### src/rtl/led_blink_pkg.sv
// Shared types and default constants for the LED blink engine.
package led_blink_pkg;

   typedef enum logic [1:0] {
      ST_IDLE = 2'd0,
      ST_ON   = 2'd1,
      ST_OFF  = 2'd2
   } blink_state_t;

   localparam int unsigned CLK_HZ_DEF  = 100_000_000;
   localparam int unsigned TICK_HZ_DEF = 1000;
   localparam int unsigned IW_DEF      = 16;

endpackage

### src/rtl/led_blink_timer_if.sv
// Interval request in, LED drive and status out.
interface led_blink_timer_if #(
   parameter int unsigned IW = 16
) ();

   logic [IW-1:0] interval;
   logic          led;
   logic          toggle;
   logic          busy;

   modport master (
      output interval,
      input  led,
      input  toggle,
      input  busy
   );

   modport slave (
      input  interval,
      output led,
      output toggle,
      output busy
   );

endinterface

### src/rtl/led_blink_timer_tick_gen.sv
// Millisecond timebase: free-running prescaler with a synchronous clear.
module ms_tick_gen #(
   parameter int unsigned DIV = 100_000
) (
   input  logic clk,
   input  logic rst,
   input  logic clr,
   output logic tick
);

   localparam int unsigned CW = (DIV > 2) ? $clog2(DIV) : 1;

   logic [CW-1:0] pre_cnt;
   logic          at_top;

   assign at_top = (pre_cnt == CW'(DIV - 1));

   // Tick on the last count; a clear suppresses it so the new phase starts fresh.
   assign tick = at_top && !clr;

   // Prescaler counts 0..DIV-1 and wraps.
   always_ff @(posedge clk) begin
      if (rst || clr) begin
         pre_cnt <= '0;
      end else if (at_top) begin
         pre_cnt <= '0;
      end else begin
         pre_cnt <= pre_cnt + CW'(1);
      end
   end

endmodule

### src/rtl/led_blink_timer.sv
// Per-channel LED blink engine: on/off phases of `interval` ticks each.
module led_blink_timer
   import led_blink_pkg::*;
#(
   parameter int unsigned CLK_HZ  = CLK_HZ_DEF,
   parameter int unsigned TICK_HZ = TICK_HZ_DEF,
   parameter int unsigned IW      = IW_DEF
) (
   input  logic               clk,
   input  logic               rst,
   led_blink_timer_if.slave   bus
);

   localparam int unsigned DIV = CLK_HZ / TICK_HZ;

   blink_state_t  state,     state_nxt;
   logic [IW-1:0] ms_cnt,    ms_cnt_nxt;
   logic [IW-1:0] active_iv, active_iv_nxt;
   logic          led_q,     led_nxt;
   logic          toggle_q,  toggle_nxt;
   logic          busy_q,    busy_nxt;
   logic [IW-1:0] iv_in;
   logic          clr_c;
   logic          tick;

   assign iv_in      = bus.interval;
   assign bus.led    = led_q;
   assign bus.toggle = toggle_q;
   assign bus.busy   = busy_q;

   ms_tick_gen #(
      .DIV (DIV)
   ) u_tick (
      .clk  (clk),
      .rst  (rst),
      .clr  (clr_c),
      .tick (tick)
   );

   // Next-state and output decode; new intervals are only adopted at phase boundaries.
   always_comb begin
      state_nxt     = state;
      ms_cnt_nxt    = ms_cnt;
      active_iv_nxt = active_iv;
      led_nxt       = led_q;
      toggle_nxt    = 1'b0;
      clr_c         = 1'b0;
      unique case (state)
         ST_IDLE: begin
            led_nxt    = 1'b0;
            ms_cnt_nxt = '0;
            if (iv_in != '0) begin
               active_iv_nxt = iv_in;
               clr_c         = 1'b1;
               state_nxt     = ST_ON;
               led_nxt       = 1'b1;
               toggle_nxt    = 1'b1;
            end
         end
         ST_ON, ST_OFF: begin
            if (iv_in == '0) begin
               state_nxt  = ST_IDLE;
               ms_cnt_nxt = '0;
               led_nxt    = 1'b0;
               toggle_nxt = led_q;
            end else if (tick && (ms_cnt == active_iv - IW'(1))) begin
               ms_cnt_nxt    = '0;
               active_iv_nxt = iv_in;
               state_nxt     = (state == ST_ON) ? ST_OFF : ST_ON;
               led_nxt       = ~led_q;
               toggle_nxt    = 1'b1;
            end else if (tick) begin
               ms_cnt_nxt = ms_cnt + IW'(1);
            end
         end
         default: begin
            state_nxt = ST_IDLE;
            led_nxt   = 1'b0;
         end
      endcase
      busy_nxt = (state_nxt != ST_IDLE);
   end

   // State, counters and registered outputs.
   always_ff @(posedge clk) begin
      if (rst) begin
         state     <= ST_IDLE;
         ms_cnt    <= '0;
         active_iv <= '0;
         led_q     <= 1'b0;
         toggle_q  <= 1'b0;
         busy_q    <= 1'b0;
      end else begin
         state     <= state_nxt;
         ms_cnt    <= ms_cnt_nxt;
         active_iv <= active_iv_nxt;
         led_q     <= led_nxt;
         toggle_q  <= toggle_nxt;
         busy_q    <= busy_nxt;
      end
   end

endmodule

### src/flat_wrapper.sv
// flat-port wrapper written by rule: the top's interface ports become plain ports
module led_blink_timer_flat import led_blink_pkg::*;
#(
   parameter int unsigned CLK_HZ  = CLK_HZ_DEF,
   parameter int unsigned TICK_HZ = TICK_HZ_DEF,
   parameter int unsigned IW      = IW_DEF
)
  (clk, rst, bus_interval, bus_led, bus_toggle, bus_busy);
  led_blink_timer_if #(.IW(IW)) bus_i ();
  input  logic clk;
  input  logic rst;
  input wire logic [$bits(bus_i.interval)-1:0] bus_interval;
  output wire logic [$bits(bus_i.led)-1:0] bus_led;
  output wire logic [$bits(bus_i.toggle)-1:0] bus_toggle;
  output wire logic [$bits(bus_i.busy)-1:0] bus_busy;
  assign bus_i.interval = bus_interval;
  assign bus_led = bus_i.led;
  assign bus_toggle = bus_i.toggle;
  assign bus_busy = bus_i.busy;
  led_blink_timer #(.CLK_HZ(CLK_HZ), .TICK_HZ(TICK_HZ), .IW(IW)) u_core (.clk(clk), .rst(rst), .bus(bus_i));
endmodule
### config.mk
export PLATFORM = sky130hd
export DESIGN_NAME = led_blink_timer_flat
export DESIGN_NICKNAME = d
export VERILOG_FILES = /design/src/rtl/led_blink_pkg.sv /design/src/rtl/led_blink_timer_if.sv /design/src/rtl/led_blink_timer_tick_gen.sv /design/src/rtl/led_blink_timer.sv /design/src/flat_wrapper.sv
export SDC_FILE = /design/constraint.sdc
export NUM_CORES = 1
export LEC_CHECK = 0
export BUFFER_PORTS_ARGS = -buffer_cell sky130_fd_sc_hd__buf_2
export CAP_MARGIN = 25
export CELL_PAD_IN_SITES_DETAIL_PLACEMENT = 0
export CELL_PAD_IN_SITES_GLOBAL_PLACEMENT = 2
export CORE_MARGIN = 2
export CORE_UTILIZATION = 40
export DETAILED_ROUTE_END_ITERATION = 8
export PLACE_DENSITY_LB_ADDON = 0.1
export SYNTH_ARGS = -nofsm -noshare
export SYNTH_HDL_FRONTEND = slang
export SYNTH_SLANG_ARGS = --single-unit
### constraint.sdc
create_clock -name clk -period 4.4 [get_ports clk]
set_input_delay 0.44 -clock clk [delete_from_list [all_inputs] [get_ports clk]]
set_output_delay 0.44 -clock clk [all_outputs]
set_load 0.1 [all_outputs]
---- Word level (Yosys, flattened, before mapping) ----
Cells that the tools add are included.
word-level totals
  RAM bits ................................ 0
  memory bits (read-only) ................. 0
  bits in registers ....................... 54
  logic and storage cells ................. 54
  memories kept ........................... 0
  bits in latches ......................... 0
operators by class
  bitwise gates (word level) .............. 1
  muxes and demuxes ....................... 21
  reduce and logical (&&, ||, !) cells .... 13
  multipliers ............................. 0
  add/sub/neg operators ................... 3
  $lt $le $gt $ge ......................... 0
  shifts and indexed selects .............. 0
  equality and inequality tests ........... 9
  div/mod/pow operators ................... 0
operator list
  kind                                                                      count
  16-bit two-way mux                                                        6
  16-bit case mux with 2 select lines                                       2
  17-bit by 1-bit adder with 17-bit output (second input constant)          1
  17-bit equality test (second input constant)                              1
  16-bit by 1-bit adder with 16-bit output (second input constant)          1
  16-bit equality test                                                      1
  16-bit logical NOT                                                        1
  16-bit nonzero test                                                       1
  16-bit by 1-bit subtractor with 16-bit output (second input constant)     1
  2-bit two-way mux                                                         4
  1-bit two-way mux                                                         6
  2-bit by 1-bit inequality test with 1-bit output (second input constant)  2
  4-bit by 1-bit inequality test with 1-bit output (second input constant)  1
  1-bit case mux with 2 select lines                                        2
  2-bit case mux with 2 select lines                                        1
  4-bit AND reduction                                                       1
  2-bit nonzero test                                                        2
  2-bit OR reduction                                                        2
  3-bit by 1-bit inequality test with 1-bit output (second input constant)  1
  2-bit by 1-bit equality test with 1-bit output (second input constant)    1
  2-bit equality test (second input constant)                               1
  1-bit logical AND                                                         2
  2-bit logical NOT                                                         1
  2-bit inequality test (second input constant)                             1
  4 further kinds                                                           4

---- Depth between registers and ports, before layout ----
Gate-level depths: netlist (run 1).
  word-level depth ........................ 10
  mapped depth ............................ 11

---- Hierarchy ----
From an unflattened synthesis (run 1), not the netlist that was laid out.
unflattened totals
  cell total of the unflattened synthesis .. 372
  area, all modules ....................... 3303.2 µm²
modules (own cells, without submodules)
  module           cells an instance  instances  area an instance (µm²)  sequential area each (µm²)
  led_blink_timer  284                1          2469.9                  740.7
  ms_tick_gen      88                 1          833.3                   340.3

---- Least setup slack after synthesis (run 1) ----
No wires, ideal clock.
  path type ............................... flip-flop to flip-flop
  start ................................... register u_core.active_iv[2]
  end ..................................... register u_core.busy_q, in the netlist u_core.bus.busy
  library setup time ...................... 59 ps
  cell stages (with the launch flop) ...... 11
  data required time ...................... 4341 ps
  path buffers ............................ 2
  period minus slack after synthesis ...... 2861 ps
  setup slack ............................. 1539 ps
  arrival ................................. 2802 ps
  path through ............................ dfxtp_1 buf_6 or4_1 buf_2 a2111o_1 a21boi_1 o2111ai_1 nor4_4 mux2_4 o41ai_2 a31o_1
between the ends
  longest elaborated chain between the ends .. 7
ends and longest elaborated chain
  item                                           RTL line               RTL
  start, declared                                led_blink_timer.sv:18  logic [IW-1:0] active_iv, active_iv_nxt;
  start signal, assigned                         led_blink_timer.sv:96  active_iv <= active_iv_nxt;
  16-bit by 1-bit subtractor with 16-bit output  led_blink_timer.sv:66  end else if (tick && (ms_cnt == active_iv - IW'(1))) begin
  16-bit equality test                           led_blink_timer.sv:66
  1-bit logical AND                              led_blink_timer.sv:66
  2-bit two-way mux                              led_blink_timer.sv:66
  2-bit two-way mux                              led_blink_timer.sv:61  if (iv_in == '0) begin
  2-bit case mux with 2 select lines             led_blink_timer.sv:48  unique case (state)
  2-bit nonzero test                             led_blink_timer.sv:81  busy_nxt = (state_nxt != ST_IDLE);
  end signal, assigned                           led_blink_timer.sv:99  busy_q <= busy_nxt;
  end, declared                                  led_blink_timer.sv:21  logic busy_q, busy_nxt;
No other way between the ends.
A chain may end at the register's enable or synchronous reset.

---- Worst setup path after layout (run 1) ----
  start ................................... register u_core.active_iv[0]
  end ..................................... register u_core.ms_cnt[13]
between the ends
  longest elaborated chain between the ends .. 6
  elaborated cells on any way between the ends .. 8
  classes of those cells .................. 1 x add/sub; 2 x eq/ne; 3 x mux; 2 x reduce/logical
ends and longest elaborated chain
  item                                               RTL line               RTL
  16-bit by 1-bit subtractor with 16-bit output (*)  led_blink_timer.sv:66
  16-bit equality test (*)                           led_blink_timer.sv:66
  1-bit logical AND (*)                              led_blink_timer.sv:66
  16-bit two-way mux                                 led_blink_timer.sv:66
  16-bit two-way mux                                 led_blink_timer.sv:61
  16-bit case mux with 2 select lines                led_blink_timer.sv:48
  end signal, assigned                               led_blink_timer.sv:95  ms_cnt <= ms_cnt_nxt;
  end, declared                                      led_blink_timer.sv:17  logic [IW-1:0] ms_cnt, ms_cnt_nxt;
Mark *: on every way between the ends. The rest lies on a longest branch, timed or not.

==> results of run 1 <==
-- stage by stage --
step / utilization [%] / power, µW / worst slack, ns / hold WS [ns]
4_1_cts: 45.4 / 1130 / 1.03 / 0.373
6_report: 45.4 / 1110 / 1.05 / 0.377
2_1_floorplan: - / 747 / 1.54 / 0.430
5_1_grt: 45.4 / 1180 / 0.738 / 0.380
3_5_place_dp: 43.9 / 798 / 0.888 / 0.456
3_3_place_gp: 43.9 / 798 / 0.943 / 0.448
-- critical path: cells and delay by family, from the launching register on --
kind	cells	cell delay (ns)
adder cells (fa/ha/maj)	1	0.24
flip-flops	1	0.37
AO/OA/AOI/OAI	2	0.72
AND/OR/NAND/NOR	5	1.64
XOR/XNOR	1	0.16
buffers and inverters	1	0.07
-- where the power goes --
part	total, µW	leakage (µW)	switching (µW)	internal, µW
Sequential	536	0.000439	28.7	508
Clock	328	0.0000579	160	168
Combinational	250	0.000711	149	101
-- state kept, by name, summed over array words and instances, names as in the netlist --
signal and count:
u_core.bus.toggle 1, u_core.bus.led 1, u_core.ms_cnt 16, u_core.active_iv 16, u_core.u_tick.pre_cnt 17, u_core.state 2
u_core.bus.busy 1
-- how the worst max path moves through the flow --
stage / startpoint / end / slack [ns] / cells after the start
2_1_floorplan: u_core.active_iv[2] / u_core.bus.busy / 1.54 / 10
4_1_cts: u_core.active_iv[0] / u_core.ms_cnt[3] / 1.03 / 10
6_report: u_core.active_iv[0] / u_core.ms_cnt[13] / 1.05 / 10
5_1_grt: u_core.active_iv[0] / u_core.ms_cnt[4] / 0.74 / 10
3_5_place_dp: bus_interval[11] / u_core.ms_cnt[13] / 0.89 / 9
3_3_place_gp: bus_interval[11] / u_core.ms_cnt[10] / 0.94 / 9
-- logic make-up after synthesis --
| family | after synthesis | synth area share, % |
|---|---|---|
| AND/OR/NAND/NOR | 165 | 28.1 |
| flip-flops | 54 | 35.4 |
| XOR/XNOR | 49 | 14.1 |
| AO/OA/AOI/OAI | 35 | 9.63 |
| buffers and inverters | 22 | 3.61 |
| multiplexers | 20 | 6.76 |
| adder cells (fa/ha/maj) | 6 | 2.46 |
-- layout by cell type (no fill, tap or decap), types with 2 or more instances in the layout --
cell,n
ha_1,6
buf_2,20
buf_4,2
a2111o_1,2
nor4bb_1,2
o21ai_0,5
nor4_2,2
nor2_1,68
or3_1,3
nand2_1,19
a31oi_1,3
xor2_1,17
nor4b_1,3
nor4_1,7
dfxtp_1,54
nor2b_1,6
and4_1,3
nor3b_1,2
a211o_1,3
nand3_1,12
mux2i_1,18
a21oi_1,6
nor3_1,10
xnor2_1,32
nand3b_1,2
and2_1,2
nand4_1,10
inv_1,10
and3_1,8
clkbuf_8,5
clkinv_2,2
o32ai_1,2
o211ai_1,2
-- cells in the mapped netlist (all sizes together), types with 3 or more instances --
| master | n | area share (%) |
|---|---|---|
| nor2 | 68 | 8.4 |
| dfxtp | 54 | 35 |
| xnor2 | 32 | 9.2 |
| nand2 | 19 | 2.3 |
| mux2i | 18 | 5.9 |
| xor2 | 17 | 4.9 |
| nand3 | 12 | 2.0 |
| inv | 10 | 1.2 |
| nand4 | 10 | 2.0 |
| nor3 | 10 | 1.6 |
| nor4 | 10 | 3.0 |
| and3 | 8 | 1.6 |
| a21oi | 6 | 0.98 |
| buf | 6 | 1.6 |
| clkbuf | 6 | 0.78 |
| ha | 6 | 2.5 |
| nor2b | 6 | 1.2 |
| o21ai | 5 | 0.82 |
| a211o | 3 | 0.86 |
| a31oi | 3 | 0.61 |
| and4 | 3 | 0.86 |
| nor3b | 3 | 0.90 |
| nor4b | 3 | 0.86 |
| or3 | 3 | 0.61 |
-- area by class of cell --
type                       instances  share of cell area [%]
tap                               99                    3.72
clock inverter                     3                    1.20
sequential                        54                    32.5
timing repair buffer              22                    3.46
inverter                          10                    1.13
clock buffer                       5                    2.07
multi-input combinational        275                    55.9
-- metal layers --
| metal | part of all wire (%) | global-route usage, % |
|---|---|---|
| met1 | 48 | 21.7 |
| met2 | 49 | 28.6 |
| met3 | 1.8 | 2.49 |
| met4 | 0.96 | 3.79 |
| met5 | 0 | 0 |
==> flow_summary.ini, run 1 <==
[run_status]
status = completed

[drt]
drt_pre_antenna_iters = 4
antenna_left = 0
routed_wl_um = 6460
num_vias = 2367
route.detailed.drc = 0
via_per_inst = 5.06
routedWlPerCell_um = 13.8
drtIter0Drc = 98

[timing]
fmax_mhz = 299
min_period_over_period_pct = 76.1
drv_slew = 0
tns_ns = 0
hold_viol = 0
fin_crit_ns = 3.35
slew_headroom_pct = 54.5
setup_viol = 0
rsz0062_at_grt = false
tightest_slew_ns = 0.680
finClkSkew_ns = 0.00895

[setup_path]
arrival_ns = 3.52
reg2regPathDepth = 10
r2r_setup_slack_ns = 1.05
slowest_stage = nor3b_2
cp.required_ns = 4.57
crit_chain = inv_1, ha_1, nor3b_2, and3_1, xor2_1, o2111ai_1, nor4_4, nor2_1, o21bai_2, nor2_1
cp_max_fo = 16
crit_top_cell = nor2_1
reg2reg_from = u_core.active_iv[0]
r2r_end = u_core.ms_cnt[13]
worstSetupPathType = reg2reg
cpPeakStageDelay_ns = 0.59
endpoint_kind = flip-flop
worst_setup_path_start_kind = flip-flop

[synth]
synth_cell_types = 53
avgSynthCellArea_um2 = 8.70
syn-cell-area_um2 = 3050
seq_area_frac_synth_pct = 35.4
synth_ff_type = dfxtp_1
synthCells = 351
synth-edff-count = 0
async_flop_share_pct = 0
syn-num-nets = 375
yosys_warnings = 0
synth-seq-cells = 54

[floorplan]
dieArea_um2 = 8350
num_rows = 31
fp.coreArea_um2 = 7330
die_h_um = 91.4
initial_core_util_pct = 41.6
io_pins = 21
die_w_um = 91.4

[layout]
final_nets = 392
antenna_cells = 0
area_delta_synth_final_pct = 9.02
multi_input_area_um2 = 1860
regArea_um2 = 1080
drive_gt1_share_pct = 11.1
fill_cells = 739
fin_area_um2 = 3330
stdcell_count = 468

[clock_tree]
clock-root-buffer = clkbuf_8
cts-hold-fix-buffers = 0
numCtsBuffers = 5
cts_resized = 0
clk_path_buf_depth = 2
path_clk_slew_ns = 0.10
cts_num_sinks = 54
clk_latency_ns = 0.31
cts_tree = done
post-cts-setup-buffers = 0
htree_levels = 2

[global_route]
grt_util_all_layers_pct = 16.5
grt_max_degree = 23
grt_pass1_vias = 2308
grt_first_pass_wirelength_um = 11200
overflow = 0
grt_antenna_before_repair = 0

[placement]
gp_congestion = 0.762
place_inst = 460
io_buffers = 20
placed_area_um2 = 3220
dp_hpwl_um = 4890

[pwr]
ir_drop_v = 0.000156
p_per_area_nw_per_um2 = 335
p_leak_uw = 0.00121

[worst_hold_path]
hold_depth = 3
min_delay_worst_endpoint = u_core.active_iv[6]
hold_class = in2reg
min_from = bus_interval[6]

[run]
maxCapViolCount = 0
No activity file was read; power rests on OpenSTA's default activity.
==> inputs of run 2 (changes only) <==
ABC_AREA = 1   (was not set)
CORE_UTILIZATION = 33   (was 40)
clock period = 3.44 ns   (was 4.4 ns; I/O delays follow)
==> run 2 against run 1 <==
Sequential power increased by 25%. First-iteration DRC count increased by 57%. Register-to-register slack worse by 0.07 ns. Worst hold slack got worse by 0.078 ns. Sequential share of layout area shrank 3.0 points. Die area up 32%. Total power is 21% higher. Via count grew 34%. Highest routed layer unchanged. Combinational power up 24%. Synthesized cell count up 51%.
==> flow_summary.ini, run 2 <==
[drt]
antenna_left = 0
drtIter0Drc = 154
num_vias = 3164
routed_wl_um = 8730
routedWlPerCell_um = 12.8
drt_pre_antenna_iters = 4
route.detailed.drc = 0
via_per_inst = 4.65

[timing]
setup_viol = 0
slew_headroom_pct = 51.3
fin_crit_ns = 2.46
holdWs_ns = 0.299
fmax_mhz = 407
rsz0062_at_grt = false
drv_slew = 0
tightest_slew_ns = 0.728
min_period_over_period_pct = 71.4
hold_viol = 0
tns_ns = 0
finClkSkew_ns = 0.0176

[layout]
final_cell_mix = 144 x nand2_1, 88 x nor2_1, 61 x inv_1
reg.largest.list = u_core.u_tick.pre_cnt: 17 flops, u_core.active_iv: 16 flops, u_core.ms_cnt: 16 flops
fill_cells = 1089
regArea_um2 = 1080
fin_util_pct = 37.2
antenna_cells = 0
largest_reg_flops = 17
area_delta_synth_final_pct = 8.83
drive_gt1_share_pct = 8.94
multi_input_area_um2 = 2010
final_nets = 572
stdcell_count = 681
top_register = u_core.u_tick.pre_cnt
mostFrequentLayoutCell = nand2_1

[global_route]
grt_util_all_layers_pct = 16.7
grt_first_pass_wirelength_um = 14800
grt_max_degree = 22
globalRouteMet2Util_pct = 24.8
grt_antenna_before_repair = 0
overflow = 0
use_met3_pct = 2.37
grt_pass1_vias = 2900
gr-max-usage-layer = met1
met1_usage_pct = 25.4

[setup_path]
critPathCapture = u_core.ms_cnt[14]
crit_buf_inv = 2
worst_setup_path_start_kind = flip-flop
cpLargestDelayFamily = simple AND/OR/NAND/NOR gates
slowest_stage = dfxtp_1
worstSetupPathType = reg2reg
crit_path_start = u_core.active_iv[0]
crit_chain = inv_1, ha_1, inv_1, nand2_1, nand2_1, nand2_1, nand2_1, nor2_1, nand2_1, nor2_1, nand2_1, nor2_4, nand2_4, nand2_2, nand2_1, nand2_1, nor2_1
cp.required_ns = 3.63
arrival_ns = 2.65
reg2reg_from = u_core.active_iv[0]
endpoint_kind = flip-flop
r2r_end = u_core.ms_cnt[14]
reg2regPathDepth = 17
cp.depth = 17
r2r_setup_slack_ns = 0.98
crit_top_cell = nand2_1
cp_max_fo = 7
cpPeakStageDelay_ns = 0.35

[clock_tree]
numCtsBuffers = 5
post-cts-setup-buffers = 0
cts_num_sinks = 54
clk_path_buf_depth = 2
clk_latency_ns = 0.32
path_clk_slew_ns = 0.11
cts-hold-fix-buffers = 0
htree_levels = 2
clock-root-buffer = clkbuf_8
cts_resized = 0
cts_tree = done

[pwr]
power_uw = 1340
p_per_area_nw_per_um2 = 366
ir_drop_v = 0.000179
p_leak_uw = 0.00157

[floorplan]
io_pins = 21
num_rows = 36
fp.coreArea_um2 = 9860
initial_core_util_pct = 34.2
die_h_um = 105
dieArea_um2 = 11000
die_w_um = 105

[synth]
syn-num-nets = 553
synth_ff_type = dfxtp_1
seq_area_frac_synth_pct = 32.1
synthCells = 529
avgSynthCellArea_um2 = 6.37
synth-edff-count = 0
synth_cell_types = 34
syn-cell-area_um2 = 3370
yosysTopAreaCellShare_pct = 32.1
yosysTopAreaCell = dfxtp_1
yosys_warnings = 0
async_flop_share_pct = 0
synth-seq-cells = 54
yosysMostFrequentCell = nand2_1
synthTopCellsByArea = dfxtp_1 32%, nand2_1 16%, nor2_1 9.8%
netlist_top_cells_count = 144 x nand2_1, 88 x nor2_1, 61 x inv_1

[placement]
gp_congestion = 0.767
io_buffers = 20
dp_hpwl_um = 7060
place_inst = 674

[run]
maxCapViolCount = 0

[run_status]
status = completed

[worst_hold_path]
hold_class = in2reg
[run 2: cell count changes in the layout (fill, tap and decap cells not counted), sizes merged, moves of 4 or more]
cell and delta:
nor2b -6, nor2 +28, nor3 +8, a21oi +25, xnor2 -25, nor4 -7
nand4 -4, nand3 +36, mux2i -18, inv +53, and3 -7, nand2 +134
o21ai +4
[run 2: cells by family after synthesis]
logic type               share of synthesized area, %
AO/OA/AOI/OAI                                    7.61
buffers and inverters                            8.43
XOR/XNOR                                         5.98
adder cells (fa/ha/maj)                          2.23
flip-flops                                       32.1
AND/OR/NAND/NOR                                  43.7
[run 2: worst min path at each step]
stage	from	endpoint	cells after the start
finish	bus_interval[3]	u_core.active_iv[3]	3
global route	bus_interval[3]	u_core.active_iv[3]	3
CTS	bus_interval[3]	u_core.active_iv[3]	3
detailed placement	u_core.u_tick.pre_cnt[0]	u_core.u_tick.pre_cnt[0]	1
global placement	u_core.u_tick.pre_cnt[0]	u_core.u_tick.pre_cnt[0]	1
floorplan	u_core.u_tick.pre_cnt[0]	u_core.u_tick.pre_cnt[0]	1
[run 2: per-layer routing]
layer / vias up / part of all wire, % / wire (µm)
met3: 2 / 3.2 / 279
met5: - / 0 / 0
met1: 1409 / 54 / 4700
met2: 45 / 43 / 3710
li1: 1708 / - / -
met4: 0 / 0.44 / 38
[run 2: worst reg2reg max path: stages (launching register included)]
cell,delay [ns]
dfxtp_1,0.35
inv_1,0.16
ha_1,0.28
inv_1,0.06
nand2_1,0.08
nand2_1,0.05
nand2_1,0.05
nand2_1,0.04
nor2_1,0.13
nand2_1,0.07
nor2_1,0.14
nand2_1,0.11
nor2_4,0.15
nand2_4,0.12
nand2_2,0.14
nand2_1,0.06
nand2_1,0.27
nor2_1,0.09
[run 2: where the power goes]
part / leakage, µW / internal [µW] / total, µW / switching, µW
logic: 0.00109 / 102 / 311 / 208
clock network: 0.0000444 / 142 / 361 / 220
registers: 0.000440 / 645 / 672 / 26.2
total: 0.00157 / 889 / 1340 / 454
[run 2: cell type report]
| type | instances | share of cell area, % |
|---|---|---|
| repair buffers | 20 | 2.73 |
| flip-flops and latches | 54 | 29.5 |
| well taps | 133 | 4.54 |
| multi-input cells | 405 | 54.7 |
| clock buffers | 5 | 1.88 |
| clock inverters | 2 | 0.375 |
| inverters | 62 | 6.34 |
[run 2: through the flow]
| stage | area (µm²) | setup WS, ns |
|---|---|---|
| after floorplan | 3370 | 1.41 |
| final | 3670 | 0.984 |
| after CTS | 3670 | 0.941 |
| after detailed placement | 3590 | 0.959 |
| after global routing | 3670 | 0.672 |
| after global placement | 3590 | 0.955 |
